`config.mk`:
```
export PLATFORM = sky130hd
export DESIGN_NAME = seg7_scan_ctrl_flat
export DESIGN_NICKNAME = d
export VERILOG_FILES = /design/src/rtl/seg7_scan_ctrl_if.sv /design/src/rtl/seg7_scan_ctrl.sv /design/src/flat_wrapper.sv
export SDC_FILE = /design/constraint.sdc
export NUM_CORES = 1
export LEC_CHECK = 0
export BUFFER_PORTS_ARGS = -buffer_cell sky130_fd_sc_hd__buf_2
export CELL_PAD_IN_SITES_DETAIL_PLACEMENT = 1
export CELL_PAD_IN_SITES_GLOBAL_PLACEMENT = 1
export CORE_MARGIN = 4
export CORE_UTILIZATION = 30
export CTS_CLUSTER_DIAMETER = 40
export DETAILED_ROUTE_END_ITERATION = 10
export HOLD_SLACK_MARGIN = 0.03
export PLACE_DENSITY = 0.55
export SETUP_SLACK_MARGIN = 0.05
export SKIP_CTS_REPAIR_TIMING = 1
export SLEW_MARGIN = 20
export SYNTH_ARGS = -nofsm -noshare
export SYNTH_HDL_FRONTEND = slang
export SYNTH_SLANG_ARGS = --single-unit
```
`constraint.sdc`:
```
create_clock -name i_sys_clk -period 6.3 [get_ports i_sys_clk]
set_input_delay 1.26 -clock i_sys_clk [delete_from_list [all_inputs] [get_ports i_sys_clk]]
set_output_delay 1.26 -clock i_sys_clk [all_outputs]
set_load 0.03 [all_outputs]
```
`src/rtl/seg7_scan_ctrl_if.sv`:
```
// Digit-update handshake: sender offers four BCD-style codes with valid, scanner answers ready.
interface seg7_scan_ctrl_if;
  logic       upd_valid;
  logic       upd_ready;
  logic [3:0] upd_num1;
  logic [3:0] upd_num2;
  logic [3:0] upd_num3;
  logic [3:0] upd_num4;

  modport master (output upd_valid, upd_num1, upd_num2, upd_num3, upd_num4, input upd_ready);
  modport slave  (input upd_valid, upd_num1, upd_num2, upd_num3, upd_num4, output upd_ready);
endinterface

```
`src/rtl/seg7_scan_ctrl.sv`:
```
// 4-digit common-anode scanner: dead-time + PWM window per slot, outputs decode registered state (0 latency).
// upd_ready stays low while a shadow set waits for the frame boundary; SEG7_LZB_EN adds leading-zero blanking.
module seg7_scan_ctrl #(
  parameter int SLOT_CYC = 50000,
  parameter int DEAD_CYC = 1000,
  parameter int CNT_W    = 16
) (
  input  logic            i_sys_clk,
  input  logic            i_rst,
  input  logic            i_en,
  input  logic [2:0]      i_bright,
  seg7_scan_ctrl_if.slave upd,
  output logic [3:0]      o_num_sel,
  output logic            o_D1_sel,
  output logic            o_D2_sel,
  output logic            o_D3_sel,
  output logic            o_D4_sel,
  output logic            o_blank,
  output logic            o_frame_done
);

  localparam int ON_CYC = SLOT_CYC - DEAD_CYC;
  localparam int STEP   = ON_CYC / 8;
  localparam logic [CNT_W-1:0] DEAD_V = CNT_W'(DEAD_CYC);
  localparam logic [CNT_W-1:0] LAST_V = CNT_W'(SLOT_CYC - 1);

  if (ON_CYC <= 0 || (ON_CYC % 8) != 0 || (longint'(1) << CNT_W) <= longint'(SLOT_CYC)) begin : g_bad_cfg
    $error("seg7_scan_ctrl: illegal SLOT_CYC/DEAD_CYC/CNT_W combination");
  end

  logic [CNT_W-1:0] r_slot_cnt;
  logic [1:0]       r_idx;
  logic [2:0]       r_bright_q;
  logic [3:0]       r_act [4];
  logic [3:0]       r_shd [4];
  logic             r_pending;

  logic [CNT_W-1:0] w_on_len;
  logic [CNT_W-1:0] w_win_end;
  logic             w_frame_done;
  logic             w_xfer;
  logic             w_commit;
  logic             w_supp;
  logic             w_drive;

  assign w_on_len     = CNT_W'((int'(r_bright_q) + 1) * STEP);
  assign w_win_end    = DEAD_V + w_on_len;
  assign w_frame_done = i_en && (r_idx == 2'd3) && (r_slot_cnt == LAST_V);
  assign w_xfer       = upd.upd_valid && !r_pending;
  // With scanning stopped there is no frame to tear, so a pending set lands at once.
  assign w_commit     = r_pending && (w_frame_done || !i_en);

  always_ff @(posedge i_sys_clk) begin
    if (i_rst) begin
      r_slot_cnt <= '0;
      r_idx      <= '0;
      r_bright_q <= '0;
      r_pending  <= 1'b0;
      for (int k = 0; k < 4; k++) begin
        r_act[k] <= '0;
        r_shd[k] <= '0;
      end
    end else begin
      if (!i_en) begin
        r_slot_cnt <= '0;
        r_idx      <= '0;
      end else if (r_slot_cnt == LAST_V) begin
        r_slot_cnt <= '0;
        r_idx      <= r_idx + 2'd1;
      end else begin
        r_slot_cnt <= r_slot_cnt + 1'b1;
      end

      if (r_slot_cnt == '0) begin
        r_bright_q <= i_bright;
      end

      if (w_commit) begin
        for (int k = 0; k < 4; k++) begin
          r_act[k] <= r_shd[k];
        end
        r_pending <= 1'b0;
      end else if (w_xfer) begin
        r_shd[0]  <= upd.upd_num1;
        r_shd[1]  <= upd.upd_num2;
        r_shd[2]  <= upd.upd_num3;
        r_shd[3]  <= upd.upd_num4;
        r_pending <= 1'b1;
      end
    end
  end

`ifdef SEG7_LZB_EN
  // A digit is a leading zero when it and every more-significant digit are zero.
  always_comb begin
    w_supp = 1'b0;
    case (r_idx)
      2'd0:    w_supp = (r_act[0] == 4'd0);
      2'd1:    w_supp = (r_act[0] == 4'd0) && (r_act[1] == 4'd0);
      2'd2:    w_supp = (r_act[0] == 4'd0) && (r_act[1] == 4'd0) && (r_act[2] == 4'd0);
      default: w_supp = 1'b0;
    endcase
  end
`else
  assign w_supp = 1'b0;
`endif

  assign w_drive = i_en && (r_slot_cnt >= DEAD_V) && (r_slot_cnt < w_win_end) && !w_supp;

  assign o_D1_sel      = ~(w_drive && (r_idx == 2'd0));
  assign o_D2_sel      = ~(w_drive && (r_idx == 2'd1));
  assign o_D3_sel      = ~(w_drive && (r_idx == 2'd2));
  assign o_D4_sel      = ~(w_drive && (r_idx == 2'd3));
  assign o_blank       = ~w_drive;
  assign o_frame_done  = w_frame_done;
  assign o_num_sel     = r_act[r_idx];
  assign upd.upd_ready = ~r_pending;

endmodule

```
`src/flat_wrapper.sv`:
```
// flat-port wrapper written by rule: the top's interface ports become plain ports
module seg7_scan_ctrl_flat 
#(
  parameter int SLOT_CYC = 50000,
  parameter int DEAD_CYC = 1000,
  parameter int CNT_W    = 16
)
  (i_sys_clk, i_rst, i_en, i_bright, o_num_sel, o_D1_sel, o_D2_sel, o_D3_sel, o_D4_sel, o_blank, o_frame_done, upd_upd_valid, upd_upd_num1, upd_upd_num2, upd_upd_num3, upd_upd_num4, upd_upd_ready);
  seg7_scan_ctrl_if upd_i ();
  input  logic i_sys_clk;
  input  logic i_rst;
  input  logic i_en;
  input  logic [2:0] i_bright;
  output logic [3:0] o_num_sel;
  output logic o_D1_sel;
  output logic o_D2_sel;
  output logic o_D3_sel;
  output logic o_D4_sel;
  output logic o_blank;
  output logic o_frame_done;
  input wire logic [$bits(upd_i.upd_valid)-1:0] upd_upd_valid;
  input wire logic [$bits(upd_i.upd_num1)-1:0] upd_upd_num1;
  input wire logic [$bits(upd_i.upd_num2)-1:0] upd_upd_num2;
  input wire logic [$bits(upd_i.upd_num3)-1:0] upd_upd_num3;
  input wire logic [$bits(upd_i.upd_num4)-1:0] upd_upd_num4;
  output wire logic [$bits(upd_i.upd_ready)-1:0] upd_upd_ready;
  assign upd_i.upd_valid = upd_upd_valid;
  assign upd_i.upd_num1 = upd_upd_num1;
  assign upd_i.upd_num2 = upd_upd_num2;
  assign upd_i.upd_num3 = upd_upd_num3;
  assign upd_i.upd_num4 = upd_upd_num4;
  assign upd_upd_ready = upd_i.upd_ready;
  seg7_scan_ctrl #(.SLOT_CYC(SLOT_CYC), .DEAD_CYC(DEAD_CYC), .CNT_W(CNT_W)) u_core (.i_sys_clk(i_sys_clk), .i_rst(i_rst), .i_en(i_en), .i_bright(i_bright), .upd(upd_i), .o_num_sel(o_num_sel), .o_D1_sel(o_D1_sel), .o_D2_sel(o_D2_sel), .o_D3_sel(o_D3_sel), .o_D4_sel(o_D4_sel), .o_blank(o_blank), .o_frame_done(o_frame_done));
endmodule
```
======== Word level (Yosys, flattened, before mapping) ========
Memories as Yosys holds them, arrays and structs flattened. A register that Yosys moved wholly into a read port is not among the register bits.
Cells that the tools add are included.
word-level totals
  RAM bits ................................ 32
  memories kept ........................... 2
  output and inout port bits .............. 11
  register bits ........................... 22
memory list
  memory        words  bits a word  rd ports  clocked after memory_dff  wr ports  RTL line              text
  u_core.r_act  4      4            1         1                         4         seg7_scan_ctrl.sv:34  logic [3:0] r_act [4];
  u_core.r_shd  4      4            4         0                         4         seg7_scan_ctrl.sv:35  logic [3:0] r_shd [4];
operators by class
  reductions and logical operators ........ 18
  $add $sub $neg .......................... 4
  multiply operators ...................... 1
  magnitude comparators ................... 2
  multiplexer cells ....................... 19
  equality and inequality tests ........... 4
  bitwise logic cells ..................... 15
operator list
  operator                                                                               number
  32-bit by 14-bit multiplier with 16-bit output, second input constant                  1
  4-bit two-way mux                                                                      8
  10-bit by 16-bit adder with 16-bit output, first input constant                        1
  16-bit by 1-bit adder with 16-bit output, second input constant                        1
  16-bit equality test, second input constant                                            1
  16-bit by 10-bit greater-or-equal comparator with 1-bit output, second input constant  1
  16-bit zero test                                                                       1
  16-bit < comparator                                                                    1
  1-bit logical AND                                                                      10
  1-bit two-way mux                                                                      9
  1-bit bitwise OR                                                                       8
  1-bit inverter                                                                         7
  3-bit by 1-bit adder with 4-bit output, second input constant                          1
  2-bit equality test, second input constant                                             2
  2-bit two-way mux                                                                      2
  2-bit OR reduction                                                                     2
  3-bit OR reduction                                                                     1
  2-bit by 1-bit adder with 2-bit output, second input constant                          1
  2-bit by 1-bit equality test with 1-bit output, second input constant                  1
  1-bit zero test                                                                        2
  2-bit zero test                                                                        1
  1-bit logical OR                                                                       1

======== Logic depth before layout (Yosys ltp) ========
  word-level depth ........................ 9
  gate-level depth with buffers ........... 23

======== Least setup slack after synthesis ========
No wires, ideal clock.
  kind .................................... flip-flop to output port
  start point ............................. register u_core.r_bright_q[1]
  end point ............................... output port o_D1_sel
  path slack .............................. 0.181 ns
  stages on the path, launching flop included .. 21
  arrival ................................. 4.859 ns
  cells stage by stage .................... dfxtp_1 > ha_1 > xor2_1 > fa_1 > inv_1 > fa_1 > inv_1 > ha_1 > inv_1 > fa_1 > nand2b_1 > a31o_2 > a21oi_1 > o21a_1 > nor2_1 > ha_1 > o21a_1 > o2111ai_1 > and4b_4 > nor3_2 > nand3_1
on the way
  cells in the longest elaborated chain, start to end .. 7
ends and longest elaborated chain
  element                                         RTL line               text
  from (decl)                                     seg7_scan_ctrl.sv:33   logic [2:0] r_bright_q;
  from (signal assigned)                          seg7_scan_ctrl.sv:75   r_bright_q <= i_bright;
  3-bit by 1-bit adder with 4-bit output          seg7_scan_ctrl.sv:46   assign w_on_len = CNT_W'((int'(r_bright_q) + 1) * STEP);
  32-bit by 14-bit multiplier with 16-bit output  seg7_scan_ctrl.sv:46
  10-bit by 16-bit adder with 16-bit output       seg7_scan_ctrl.sv:47   assign w_win_end = DEAD_V + w_on_len;
  16-bit < comparator                             seg7_scan_ctrl.sv:108  assign w_drive = i_en && (r_slot_cnt >= DEAD_V) && (r_slot_cnt < w_win_end) && !w_supp;
  1-bit logical AND                               seg7_scan_ctrl.sv:108
  1-bit logical AND                               seg7_scan_ctrl.sv:110  assign o_D1_sel = ~(w_drive && (r_idx == 2'd0));
  1-bit inverter                                  seg7_scan_ctrl.sv:110
  to (decl)                                       flat_wrapper.sv:15     output logic o_D1_sel;
No other way between the ends.

======== Worst setup path in the final report ========
  start point ............................. register u_core.r_bright_q[0]
  end point ............................... output port o_D1_sel
The elaborated chain is that of the path after synthesis.

==> run metrics <==
Final Hold Viols=0; Commonest cells post-synth=47 x ha_1, 35 x nor2_1, 33 x and2_1, 32 x edfxtp_1, 29 x inv_1; R2R setup slack=3.97 ns; count leader, synth=ha_1; worst setup path class=reg2out; I/O pin cnt=34; status=completed; initial antenna violation count=0; Post-DP Area=roughly 3900 µm²; drt total wl=roughly 8400 µm; post-layout min period=roughly 6.1 ns; final setup skew=roughly 0.011 ns; Remaining DRCs=0; largest net degree at the start of global routing=20; Final Non-Filler Cells=532; Initial Util=30.93%; Pre-Repair DR Iteration Count=4; maximum resistive drop on vdd=around 0.12 mV; clock-pin transition on the worst setup and hold timing paths=0.08 ns; setup TNS=0 ns; filler cell count=approximately 1.3k; Syn Nets=419; Die Y-Extent=117.2 µm; RSZ-0062 raised after global routing=yes; P per Cell Area=between 200 and 250 nW/µm²; Hold Slack=0.5053 ns; drt via density=4.842; Core Rows=39; Synth Cell Area=around 3600 µm²; Pwr Total=around 0.96 mW; HPWL after detailed placement=6468 µm; fin nets=approximately 460; Hold Path Class=reg2reg; 1st-iter DRT viols=about 80; Clk Tree Root Cell=clkbuf_16; Final GP Congestion=between 0.7 and 0.8; post-synthesis sequential area ratio=between 40% and 50%; gr usage total=13.14%; crit-path max FO=5; CTS sink count=56; DRT antenna net count=0; global-route wire length before repair=roughly 14000 µm; Std-Cell Core Area=11560 µm²; Area Overhead vs Synth=18.19%; CTS Buffer Depth=2; grt ovf=0; library cells used by synthesis=45; die area=around 14000 µm²; Slew Limit Headroom=a little under half; final number of setup-violating endpoints=0; WP data arrival=4.84 ns; crit end category=output pin; Async SR Flop Fraction=0%; Max Cap Violations=0; area share of the largest cell type after synthesis=a little over a quarter; Lkg Pwr=between 1.5 and 2 nW; antenna cell count=0; final worst-path cycle share=between 90% and 100%; DR vias=2576; top cells by area, synth=edfxtp_1 27%, ha_1 16%, dfxtp_1 13%; Synth Register Bits=between 50 and 60; worst-margin pin slew=around 0.81 ns; CTS H-tree depth=2; fin area=about 4200 µm²; final slew viol count=0; vias in the first global route=approximately 2.8k; share of cells above drive strength 1=between 20% and 30%; Max Clk Rate=0.1639 GHz; top cell type by total area after synthesis=edfxtp_1; number of synthesized flops with an enable pin=32; synth warn=0; port buffer count=33; Synth Area per Inst=a little over 10 µm²; total CTS buffers=5; worst path required time=between 5 and 6 ns; worst skew pair latency=slightly above 0.3 ns; type of origin of the critical path=flip-flop; routed len/inst=about 16 µm; instance count of the mapped netlist=approximately 350; Top FF cell, synth=edfxtp_1; placed cell count=about 520; die width=~120 µm; CTS tree=built
[layout make-up]
cell class,instances,area [µm²],share of cell area [%]
clock buffer,5,125.1,2.959
clock inverter,3,27.53,0.6511
inverter,29,113.9,2.693
multi-input combinational,255,2076,49.10
sequential,56,1449,34.27
tap,143,178.9,4.232
timing repair buffer,41,257.7,6.096
[power by group]
| part | switching, mW | internal, mW | total, mW | leakage (nW) |
|---|---|---|---|---|
| registers | 0.00797 | 0.404 | 0.412 | 0.537 |
| logic | 0.136 | 0.112 | 0.248 | 1.25 |
| clock network | 0.148 | 0.152 | 0.299 | 0.0719 |
| total | 0.292 | 0.668 | 0.959 | 1.86 |
[flip-flops by register name (all words and copies together) (netlist names), named ones only]
signal             cells
u_core.r_act          16
u_core.r_shd          16
u_core.r_slot_cnt     16
u_core.r_bright_q      3
u_core.r_idx           2
u_core.r_pending       1
[logic make-up after synthesis]
family,after synthesis,synth area share (%)
and+or+nand+nor,131,19.13
DFF,56,40.29
adders and majority gates,50,18.12
AOI/OAI and AO/OA,37,6.960
buffers and inverters,35,4.337
xor gates and xnor gates,29,7.520
muxes,8,3.638
[layout by cell type, fill, tap and decap left out, types with 4 or more instances in the layout]
cell type / n
clkbuf_16: 5
xor2_1: 12
nor3_1: 5
and2_1: 33
nand2_1: 22
a21o_1: 8
ha_1: 44
buf_6: 6
mux2i_1: 4
nand3_2: 4
and3_1: 6
nand3_1: 7
mux4_2: 4
edfxtp_1: 32
buf_4: 6
xnor2_1: 15
dfxtp_1: 22
nor2_1: 35
inv_1: 26
a21oi_1: 10
buf_2: 29
[routing by layer]
metal / GRT usage [%] / up-vias / routed length [µm]
met5: 0 / - / 0
met4: 4.128 / 0 / 93
met3: 2.314 / 7 / 249
met2: 22.17 / 39 / 4027
met1: 17.10 / 1243 / 3982
li1: - / 1287 / -
[stage by stage]
step                utilization (%)  worst slack (ns)
global route                  36.56          -0.06854
CTS                           35.15           -0.2439
floorplan                         -            0.1811
detailed placement            33.83            0.1188
global placement              33.83            0.2546
finish                        36.56            0.1994
[final timing paths]
path	startpoint	endpoint	cells after the start
min	u_core.r_slot_cnt[0]	u_core.r_slot_cnt[0]	1
max	u_core.r_bright_q[0]	o_D1_sel	22
min reg2reg	u_core.r_slot_cnt[0]	u_core.r_slot_cnt[0]	1
max reg2reg	u_core.r_slot_cnt[0]	u_core.r_act[0][2]	6
[worst max-delay path, stage by stage (launching register included)]
cell,delay [ns]
dfxtp_4,0.41
inv_4,0.06
ha_4,0.30
inv_4,0.04
fa_1,0.48
inv_1,0.05
fa_1,0.43
inv_1,0.08
ha_2,0.19
inv_2,0.04
fa_2,0.39
nand2b_4,0.15
a31o_4,0.21
a21oi_2,0.10
o21a_1,0.12
nor2_1,0.04
ha_1,0.27
o21a_1,0.22
o2111ai_2,0.21
and4b_4,0.24
nor3_4,0.22
nand3_1,0.13
buf_6,0.16
Note: power is estimated with default switching activity, not from simulation.
